==> config.mk <==
export PLATFORM = sky130hd
export DESIGN_NAME = z16_dmem_copy_engine_flat
export DESIGN_NICKNAME = d
export VERILOG_FILES = /design/src/rtl/z16_dma_pkg.sv /design/src/rtl/z16_dmem_copy_engine_if.sv /design/src/rtl/z16_word_addr_counter.sv /design/src/rtl/z16_dmem_copy_engine.sv /design/src/flat_wrapper.sv
export SDC_FILE = /design/constraint.sdc
export NUM_CORES = 1
export LEC_CHECK = 0
export ABC_AREA = 1
export CAP_MARGIN = 10
export CORE_MARGIN = 1.5
export CORE_UTILIZATION = 50
export CTS_CLUSTER_SIZE = 40
export DETAILED_ROUTE_END_ITERATION = 8
export PLACE_DENSITY = 0.79
export SYNTH_ARGS = -nofsm -noshare
export SYNTH_HDL_FRONTEND = slang
export SYNTH_HIERARCHICAL = 1
export SYNTH_SLANG_ARGS = --single-unit
==> constraint.sdc <==
create_clock -name i_clk -period 2.45 [get_ports i_clk]
set_input_delay 0.3675 -clock i_clk [delete_from_list [all_inputs] [get_ports i_clk]]
set_output_delay 0.3675 -clock i_clk [all_outputs]
set_load 0.005 [all_outputs]
==> src/rtl/z16_dma_pkg.sv <==
// Shared definitions for the Z16 data-memory copy/fill engine: widths, word stride
// and the transfer state encoding.
package z16_dma_pkg;

  localparam int Z16_ADDR_W  = 16;
  localparam int Z16_DATA_W  = 16;
  localparam int Z16_LEN_W   = 16;
  localparam int WORD_STRIDE = 2;

  typedef enum logic [1:0] {
    ST_IDLE  = 2'd0,
    ST_READ  = 2'd1,
    ST_WRITE = 2'd2,
    ST_DONE  = 2'd3
  } dma_state_e;

  // The engine owns the memory port only while a word is being moved.
  function automatic logic owns_port(input dma_state_e s);
    return (s == ST_READ) || (s == ST_WRITE);
  endfunction

endpackage

==> src/rtl/z16_dmem_copy_engine_if.sv <==
// Control and data-memory bus of the copy engine. The master modport is the engine
// side; the slave modport is the CPU/memory side.
interface z16_dmem_copy_engine_if
  import z16_dma_pkg::*;
#(
  parameter int ADDR_W = Z16_ADDR_W,
  parameter int DATA_W = Z16_DATA_W,
  parameter int LEN_W  = Z16_LEN_W
) ();

  logic              i_start;
  logic              i_mode_fill;
  logic [ADDR_W-1:0] i_src;
  logic [ADDR_W-1:0] i_dst;
  logic [LEN_W-1:0]  i_len;
  logic [DATA_W-1:0] i_fill_data;
  logic              i_abort;
  logic              o_busy;
  logic              o_done;
  logic              o_aborted;
  logic [LEN_W-1:0]  o_words_done;
  logic [ADDR_W-1:0] o_mem_addr;
  logic              o_mem_wen;
  logic [DATA_W-1:0] o_mem_data;
  logic [DATA_W-1:0] i_mem_data;

  modport master (
    input  i_start, i_mode_fill, i_src, i_dst, i_len, i_fill_data, i_abort, i_mem_data,
    output o_busy, o_done, o_aborted, o_words_done, o_mem_addr, o_mem_wen, o_mem_data
  );

  modport slave (
    output i_start, i_mode_fill, i_src, i_dst, i_len, i_fill_data, i_abort, i_mem_data,
    input  o_busy, o_done, o_aborted, o_words_done, o_mem_addr, o_mem_wen, o_mem_data
  );

endinterface

==> src/rtl/z16_word_addr_counter.sv <==
// Word-aligned byte-address register: loads with bit 0 cleared, steps by one word
// and wraps modulo 2^ADDR_W.
module z16_word_addr_counter
  import z16_dma_pkg::*;
#(
  parameter int ADDR_W = Z16_ADDR_W
) (
  input  logic              i_clk,
  input  logic              i_rst,
  input  logic              load,
  input  logic [ADDR_W-1:0] load_addr,
  input  logic              inc,
  output logic [ADDR_W-1:0] addr
);

  localparam logic [ADDR_W-1:0] ALIGN_MASK = ~ADDR_W'(1);
  localparam logic [ADDR_W-1:0] STRIDE     = ADDR_W'(WORD_STRIDE);

  logic [ADDR_W-1:0] addr_q;

  always_ff @(posedge i_clk) begin
    if (i_rst) begin
      addr_q <= '0;
    end else if (load) begin
      addr_q <= load_addr & ALIGN_MASK;
    end else if (inc) begin
      addr_q <= addr_q + STRIDE;
    end
  end

  assign addr = addr_q;

endmodule

==> src/rtl/z16_dmem_copy_engine.sv <==
// Block copy (mem->mem) / block fill (const->mem) master for the Z16 data-memory port.
// Copy moves one word per READ+WRITE pair; fill issues back-to-back WRITEs.
module z16_dmem_copy_engine
  import z16_dma_pkg::*;
#(
  parameter int ADDR_W = Z16_ADDR_W,
  parameter int DATA_W = Z16_DATA_W,
  parameter int LEN_W  = Z16_LEN_W
) (
  input  logic                    i_clk,
  input  logic                    i_rst,
  z16_dmem_copy_engine_if.master  bus
);

  dma_state_e state_q, state_d;

  logic [LEN_W-1:0]  remaining_q;
  logic [LEN_W-1:0]  words_done_q;
  logic [DATA_W-1:0] data_q;
  logic [DATA_W-1:0] fill_q;
  logic              mode_fill_q;
  logic              aborted_q;
  logic              accept;
  logic              set_abort;
  logic [ADDR_W-1:0] src_addr;
  logic [ADDR_W-1:0] dst_addr;

  logic              busy_c;
  logic              done_c;
  logic              wen_c;
  logic [ADDR_W-1:0] addr_c;
  logic [DATA_W-1:0] wdata_c;

  assign accept = (state_q == ST_IDLE) && bus.i_start;

  z16_word_addr_counter #(.ADDR_W(ADDR_W)) u_src_ctr (
    .i_clk     (i_clk),
    .i_rst     (i_rst),
    .load      (accept),
    .load_addr (bus.i_src),
    .inc       (state_q == ST_READ),
    .addr      (src_addr)
  );

  z16_word_addr_counter #(.ADDR_W(ADDR_W)) u_dst_ctr (
    .i_clk     (i_clk),
    .i_rst     (i_rst),
    .load      (accept),
    .load_addr (bus.i_dst),
    .inc       (state_q == ST_WRITE),
    .addr      (dst_addr)
  );

  always_ff @(posedge i_clk) begin
    if (i_rst) begin
      state_q <= ST_IDLE;
    end else begin
      state_q <= state_d;
    end
  end

  // Abort wins over continuing; a WRITE presented in the abort cycle still commits.
  always_comb begin
    state_d   = state_q;
    set_abort = 1'b0;
    unique case (state_q)
      ST_IDLE: begin
        if (bus.i_start) begin
          if (bus.i_len == '0)    state_d = ST_DONE;
          else if (bus.i_mode_fill) state_d = ST_WRITE;
          else                    state_d = ST_READ;
        end
      end
      ST_READ: begin
        if (bus.i_abort) begin
          state_d   = ST_DONE;
          set_abort = 1'b1;
        end else begin
          state_d = ST_WRITE;
        end
      end
      ST_WRITE: begin
        if (bus.i_abort) begin
          state_d   = ST_DONE;
          set_abort = 1'b1;
        end else if (remaining_q == LEN_W'(1)) begin
          state_d = ST_DONE;
        end else if (mode_fill_q) begin
          state_d = ST_WRITE;
        end else begin
          state_d = ST_READ;
        end
      end
      ST_DONE: state_d = ST_IDLE;
      default: state_d = ST_IDLE;
    endcase
  end

  always_ff @(posedge i_clk) begin
    if (i_rst) begin
      remaining_q  <= '0;
      words_done_q <= '0;
      data_q       <= '0;
      fill_q       <= '0;
      mode_fill_q  <= 1'b0;
      aborted_q    <= 1'b0;
    end else begin
      if (accept) begin
        remaining_q  <= bus.i_len;
        words_done_q <= '0;
        fill_q       <= bus.i_fill_data;
        mode_fill_q  <= bus.i_mode_fill;
        aborted_q    <= 1'b0;
      end
      if (state_q == ST_READ) begin
        data_q <= bus.i_mem_data;
      end
      if (state_q == ST_WRITE) begin
        remaining_q  <= remaining_q - LEN_W'(1);
        words_done_q <= words_done_q + LEN_W'(1);
      end
      if (set_abort) begin
        aborted_q <= 1'b1;
      end
    end
  end

  // Port drive is a pure decode of the registered state.
  always_comb begin
    busy_c  = owns_port(state_q);
    done_c  = 1'b0;
    wen_c   = 1'b0;
    addr_c  = '0;
    wdata_c = '0;
    unique case (state_q)
      ST_READ: begin
        addr_c = src_addr;
      end
      ST_WRITE: begin
        addr_c  = dst_addr;
        wen_c   = 1'b1;
        wdata_c = mode_fill_q ? fill_q : data_q;
      end
      ST_DONE: begin
        done_c = 1'b1;
      end
      default: begin
        done_c = 1'b0;
      end
    endcase
  end

  assign bus.o_busy       = busy_c;
  assign bus.o_done       = done_c;
  assign bus.o_aborted    = aborted_q;
  assign bus.o_words_done = words_done_q;
  assign bus.o_mem_addr   = addr_c;
  assign bus.o_mem_wen    = wen_c;
  assign bus.o_mem_data   = wdata_c;

endmodule

==> src/flat_wrapper.sv <==
// flat-port wrapper written by rule: the top's interface ports become plain ports
module z16_dmem_copy_engine_flat import z16_dma_pkg::*;
#(
  parameter int ADDR_W = Z16_ADDR_W,
  parameter int DATA_W = Z16_DATA_W,
  parameter int LEN_W  = Z16_LEN_W
)
  (i_clk, i_rst, bus_i_start, bus_i_mode_fill, bus_i_src, bus_i_dst, bus_i_len, bus_i_fill_data, bus_i_abort, bus_i_mem_data, bus_o_busy, bus_o_done, bus_o_aborted, bus_o_words_done, bus_o_mem_addr, bus_o_mem_wen, bus_o_mem_data);
  z16_dmem_copy_engine_if #(.ADDR_W(ADDR_W), .DATA_W(DATA_W), .LEN_W(LEN_W)) bus_i ();
  input  logic i_clk;
  input  logic i_rst;
  input wire logic [$bits(bus_i.i_start)-1:0] bus_i_start;
  input wire logic [$bits(bus_i.i_mode_fill)-1:0] bus_i_mode_fill;
  input wire logic [$bits(bus_i.i_src)-1:0] bus_i_src;
  input wire logic [$bits(bus_i.i_dst)-1:0] bus_i_dst;
  input wire logic [$bits(bus_i.i_len)-1:0] bus_i_len;
  input wire logic [$bits(bus_i.i_fill_data)-1:0] bus_i_fill_data;
  input wire logic [$bits(bus_i.i_abort)-1:0] bus_i_abort;
  input wire logic [$bits(bus_i.i_mem_data)-1:0] bus_i_mem_data;
  output wire logic [$bits(bus_i.o_busy)-1:0] bus_o_busy;
  output wire logic [$bits(bus_i.o_done)-1:0] bus_o_done;
  output wire logic [$bits(bus_i.o_aborted)-1:0] bus_o_aborted;
  output wire logic [$bits(bus_i.o_words_done)-1:0] bus_o_words_done;
  output wire logic [$bits(bus_i.o_mem_addr)-1:0] bus_o_mem_addr;
  output wire logic [$bits(bus_i.o_mem_wen)-1:0] bus_o_mem_wen;
  output wire logic [$bits(bus_i.o_mem_data)-1:0] bus_o_mem_data;
  assign bus_i.i_start = bus_i_start;
  assign bus_i.i_mode_fill = bus_i_mode_fill;
  assign bus_i.i_src = bus_i_src;
  assign bus_i.i_dst = bus_i_dst;
  assign bus_i.i_len = bus_i_len;
  assign bus_i.i_fill_data = bus_i_fill_data;
  assign bus_i.i_abort = bus_i_abort;
  assign bus_i.i_mem_data = bus_i_mem_data;
  assign bus_o_busy = bus_i.o_busy;
  assign bus_o_done = bus_i.o_done;
  assign bus_o_aborted = bus_i.o_aborted;
  assign bus_o_words_done = bus_i.o_words_done;
  assign bus_o_mem_addr = bus_i.o_mem_addr;
  assign bus_o_mem_wen = bus_i.o_mem_wen;
  assign bus_o_mem_data = bus_i.o_mem_data;
  z16_dmem_copy_engine #(.ADDR_W(ADDR_W), .DATA_W(DATA_W), .LEN_W(LEN_W)) u_core (.i_clk(i_clk), .i_rst(i_rst), .bus(bus_i));
endmodule
==> summary.txt <==
Run status
  • Run status: complete, no violations

Run
  • Max-cap viol count: 0

Timing
  • Final Worst Setup Slack: 59.22 ps
  • Final Skew: 4.864 ps
  • Sum of negative setup slack: 0 ps
  • Relative max-transition margin: 64.20%
  • Fin Hold WS: 462.0 ps
  • Number of setup violations in the final report: 0
  • Worst Tran Pin Value: 533.8 ps
  • Achievable clock frequency: 418.3 MHz
  • Fin. Hold Viols: 0
  • Post-route clock period utilization: 97.58%
  • Setup repair after global routing missed its margin: no
  • Number of pins with negative max-slew slack in the final report: 0
  • Post-route minimum period: 2391 ps

Route
  • Initial detailed-routing violation count: 401
  • WL per Instance: 13.91 um
  • Number of detailed-routing iterations run before antenna repair: 5
  • Overall routed net length: 15,900 um
  • Via total after detailed routing: 6,041
  • Number of nets with antenna violations after routing: 0
  • Number of vias per cell: 5.285
  • Post-detailed-route DRC marker count: 0

Floorplanning
  • Chip Height: 109.7 um
  • Effective utilization at floorplan: 51.79%
  • Die width: 109.7 um
  • Core area: 10,980 um2
  • Standard-cell rows: 38
  • Die area: 12,020 um2
  • Boundary Pins: 137

Logic synthesis
  • Post-synthesis instance area: 5688 um2
  • Synth area leader: sky130_fd_sc_hd__dfxtp_1
  • Number of warnings issued by yosys: 6
  • Syn avg cell area: 6.523 um2
  • Number of instances in the synthesized netlist: 872
  • Fraction of synthesized cell area taken by the top area cell type: 34.49%
  • Distinct cell type count after synthesis: 40
  • Net count after synthesis: 967
  • Sequential share of the synthesized area: 34.49%
  • Leading cell types by total area after synthesis: sky130_fd_sc_hd__dfxtp_1 (34%), sky130_fd_sc_hd__nand2_1 (13%), sky130_fd_sc_hd__nor2_1 (9.7%)
  • Number of synthesized register bits: 98

GRT
  • Antenna violations before repair: 0
  • Maximum number of pins on one net before global-route repair: 42
  • Vias in the first global route: 5,537
  • Leftover overflow at the end of global routing: 0
  • Wire length of the first global-routing pass: 25,470 um
  • Global router's overall resource usage: 26.82%

Setup path
  • Cell family with most CP delay: buffers and inverters
  • Category of the worst setup path capture point: primary output
  • Crit path cell chain: inv_2 -> ha_4 -> clkinvlp_4 -> buf_12 -> a21oi_1 -> clkdlybuf4s50_1
  • Arrival time at the worst endpoint: 2020 ps
  • Category of the worst setup path launch point: flop
  • Reg-to-reg slack, setup: 490 ps
  • Reg2reg path depth: 7
  • Endpoint of the most critical register-to-register path: u_core/bus.o_words_done[6]
  • Critical-path top delay cell: sky130_fd_sc_hd__clkdlybuf4s50_1
  • Setup crit start: u_core/state_q[1]
  • Required time of the critical path: 2080 ps
  • Class of the most critical setup path: flop to primary output
  • Delay contributed by the slowest stage of the critical path: 520 ps
  • Number of cells on the critical path: 6
  • Number of buffer and inverter stages on the critical path: 4
  • Critical path destination: bus_o_mem_addr[11]
  • Beginning of the worst register-to-register path: u_core/state_q[0]
  • Critical path peak fanout: 12

Worst hold path
  • Type of the worst min-delay path: flop to flop

Power
  • Static leakage power: 3.166 nW
  • Total power per unit cell area: 941.2 nW/um2
  • Maximum resistive drop on vdd: 0.0005357 V

Placed design
  • Port bufs: 133
  • Placer's final routability congestion estimate: 0.8711
  • Inst Count DP: 1,124
  • Post-DP HPWL: 11,240 um
  • Worst Setup Slack post-DPL: 280.5 ps

Clock tree
  • Insertion delay of the later-clocked pin in the worst-skew pair: 350 ps
  • CTS H-tree depth: 3
  • CTS sink count: 98
  • Clock tree from TritonCTS: yes
  • Clock root buffer: sky130_fd_sc_hd__clkbuf_16
  • Hold buffer count at cts: 0
  • Clock Tree Buf Depth: 2
  • Clock-pin slew reported for the worst setup and hold paths after clock tree synthesis: 70 ps
  • CTS buffer count: 9

Cells and area
  • Layout filler cell count: 970
  • Final design utilization: 68.68%
  • NumNets Final: 1,093
  • Antenna Diode Count: 0
  • Syn-to-layout area delta: 32.62%
  • Final Instance Count excl. Fillers: 1,143
  • Share of final-layout standard cells stronger than drive strength 1: 9.970%
-- routing by layer --
metal | part of all wire (%) | up-vias | global-route usage (%)
met5 | 0 | - | 0
li1 | - | 3099 | -
met3 | 7.2 | 18 | 6.224
met2 | 46 | 211 | 44.01
met4 | 1.4 | 0 | 7.607
met1 | 45 | 2713 | 35.14
-- layout make-up --
cell class | instances | area, um2 | area share (%)
sequential | 98 | 1964 | 26.04
clock buffer | 9 | 225.2 | 2.986
clock inverter | 7 | 61.31 | 0.8127
inverter | 79 | 300.3 | 3.981
tap | 140 | 175.2 | 2.322
timing repair buffer | 150 | 1530 | 20.29
multi-input combinational | 660 | 3287 | 43.57
-- layout by cell type, fill, tap and decap left out, types with 7 or more instances in the layout --
| master | synthesis | routed |
|---|---|---|
| sky130_fd_sc_hd__nand2_1 | 190 | 190 |
| sky130_fd_sc_hd__nor2_1 | 147 | 147 |
| sky130_fd_sc_hd__clkdlybuf4s50_1 | 0 | 121 |
| sky130_fd_sc_hd__dfxtp_1 | 98 | 96 |
| sky130_fd_sc_hd__o21ai_0 | 72 | 72 |
| sky130_fd_sc_hd__inv_1 | 71 | 68 |
| sky130_fd_sc_hd__a21oi_1 | 64 | 63 |
| sky130_fd_sc_hd__nand3_1 | 44 | 44 |
| sky130_fd_sc_hd__nor2_2 | 19 | 19 |
| sky130_fd_sc_hd__a22oi_1 | 19 | 19 |
| sky130_fd_sc_hd__nand4_1 | 17 | 17 |
| sky130_fd_sc_hd__nand2_2 | 16 | 16 |
| sky130_fd_sc_hd__buf_4 | 3 | 13 |
| sky130_fd_sc_hd__dlymetal6s2s_1 | 0 | 12 |
| sky130_fd_sc_hd__xor2_1 | 10 | 10 |
| sky130_fd_sc_hd__clkbuf_16 | 0 | 9 |
| sky130_fd_sc_hd__nor2_4 | 8 | 8 |
| sky130_fd_sc_hd__ha_1 | 10 | 8 |
| sky130_fd_sc_hd__inv_2 | 5 | 7 |
-- sequential cells by signal, indices dropped and copies added, names as in the netlist --
signal                   count
u_core/bus.o_aborted         1
u_core/bus.o_words_done     16
u_core/data_q               16
u_core/fill_q               16
u_core/mode_fill_q           1
u_core/remaining_q          16
u_core/state_q               2
u_core/u_dst_ctr/addr       15
u_core/u_src_ctr/addr       15
-- how the worst min path moves through the flow --
stage	from	end	depth (start not counted)
floorplan	u_core/bus.o_words_done[14]	u_core/bus.o_words_done[14]	2
global placement	u_core/bus.o_aborted	u_core/bus.o_aborted	2
detailed placement	u_core/bus.o_aborted	u_core/bus.o_aborted	2
global route	u_core/bus.o_aborted	u_core/bus.o_aborted	2
CTS	u_core/bus.o_aborted	u_core/bus.o_aborted	2
finish	u_core/bus.o_aborted	u_core/bus.o_aborted	2
-- Yosys cell counts (all sizes together) --
library cell and count:
a211oi 2, a21oi 66, a22oi 19, a31oi 5, a32oi 1, buf 12, clkbuf 23, clkinv 3
conb 2, dfxtp 98, ha 10, inv 76, nand2 206, nand3 46, nand3b 4, nand4 17
nor2 174, nor3 6, nor4 1, o211ai 5, o21ai 74, o21bai 7, o22ai 2, o311a 1
or2 2, xor2 10
-- tightest hold or removal path, stage by stage, from the launching register on --
cell,delay [ps]
sky130_fd_sc_hd__dfxtp_1,310
sky130_fd_sc_hd__nand2_1,60
sky130_fd_sc_hd__a21oi_1,50
-- cell families after synthesis --
logic type	count (synthesis)	share of synthesized area (%)
xor+xnor	10	1.540
flops	98	34.49
simple gates	456	35.42
fa+ha+maj	10	2.200
buf+inv	114	8.051
compound gates	182	18.17
other cells	2	0.1320
-- through the flow --
stage,total power [mW],area (um2)
after floorplan,4.509,5688
after global placement,5.443,7153
after detailed placement,5.510,7153
after CTS,7.066,7506
after global routing,7.635,7543
final,7.100,7543
-- repair_timing --
item	in CTS	in global routing
cloned	0	0
gates resized for setup	7	16
pin swaps	0	0
setup endpoints to repair	15	27
buffers inserted	3	0
-- report_power, final --
group / switching [mW] / internal, mW / leakage, nW
Sequential: 0.393 / 2.00 / 0.804
Combinational: 2.00 / 1.32 / 2.23
Clock: 0.675 / 0.709 / 0.135
Total: 3.07 / 4.03 / 3.17
Note: power is estimated with default switching activity, not from simulation.
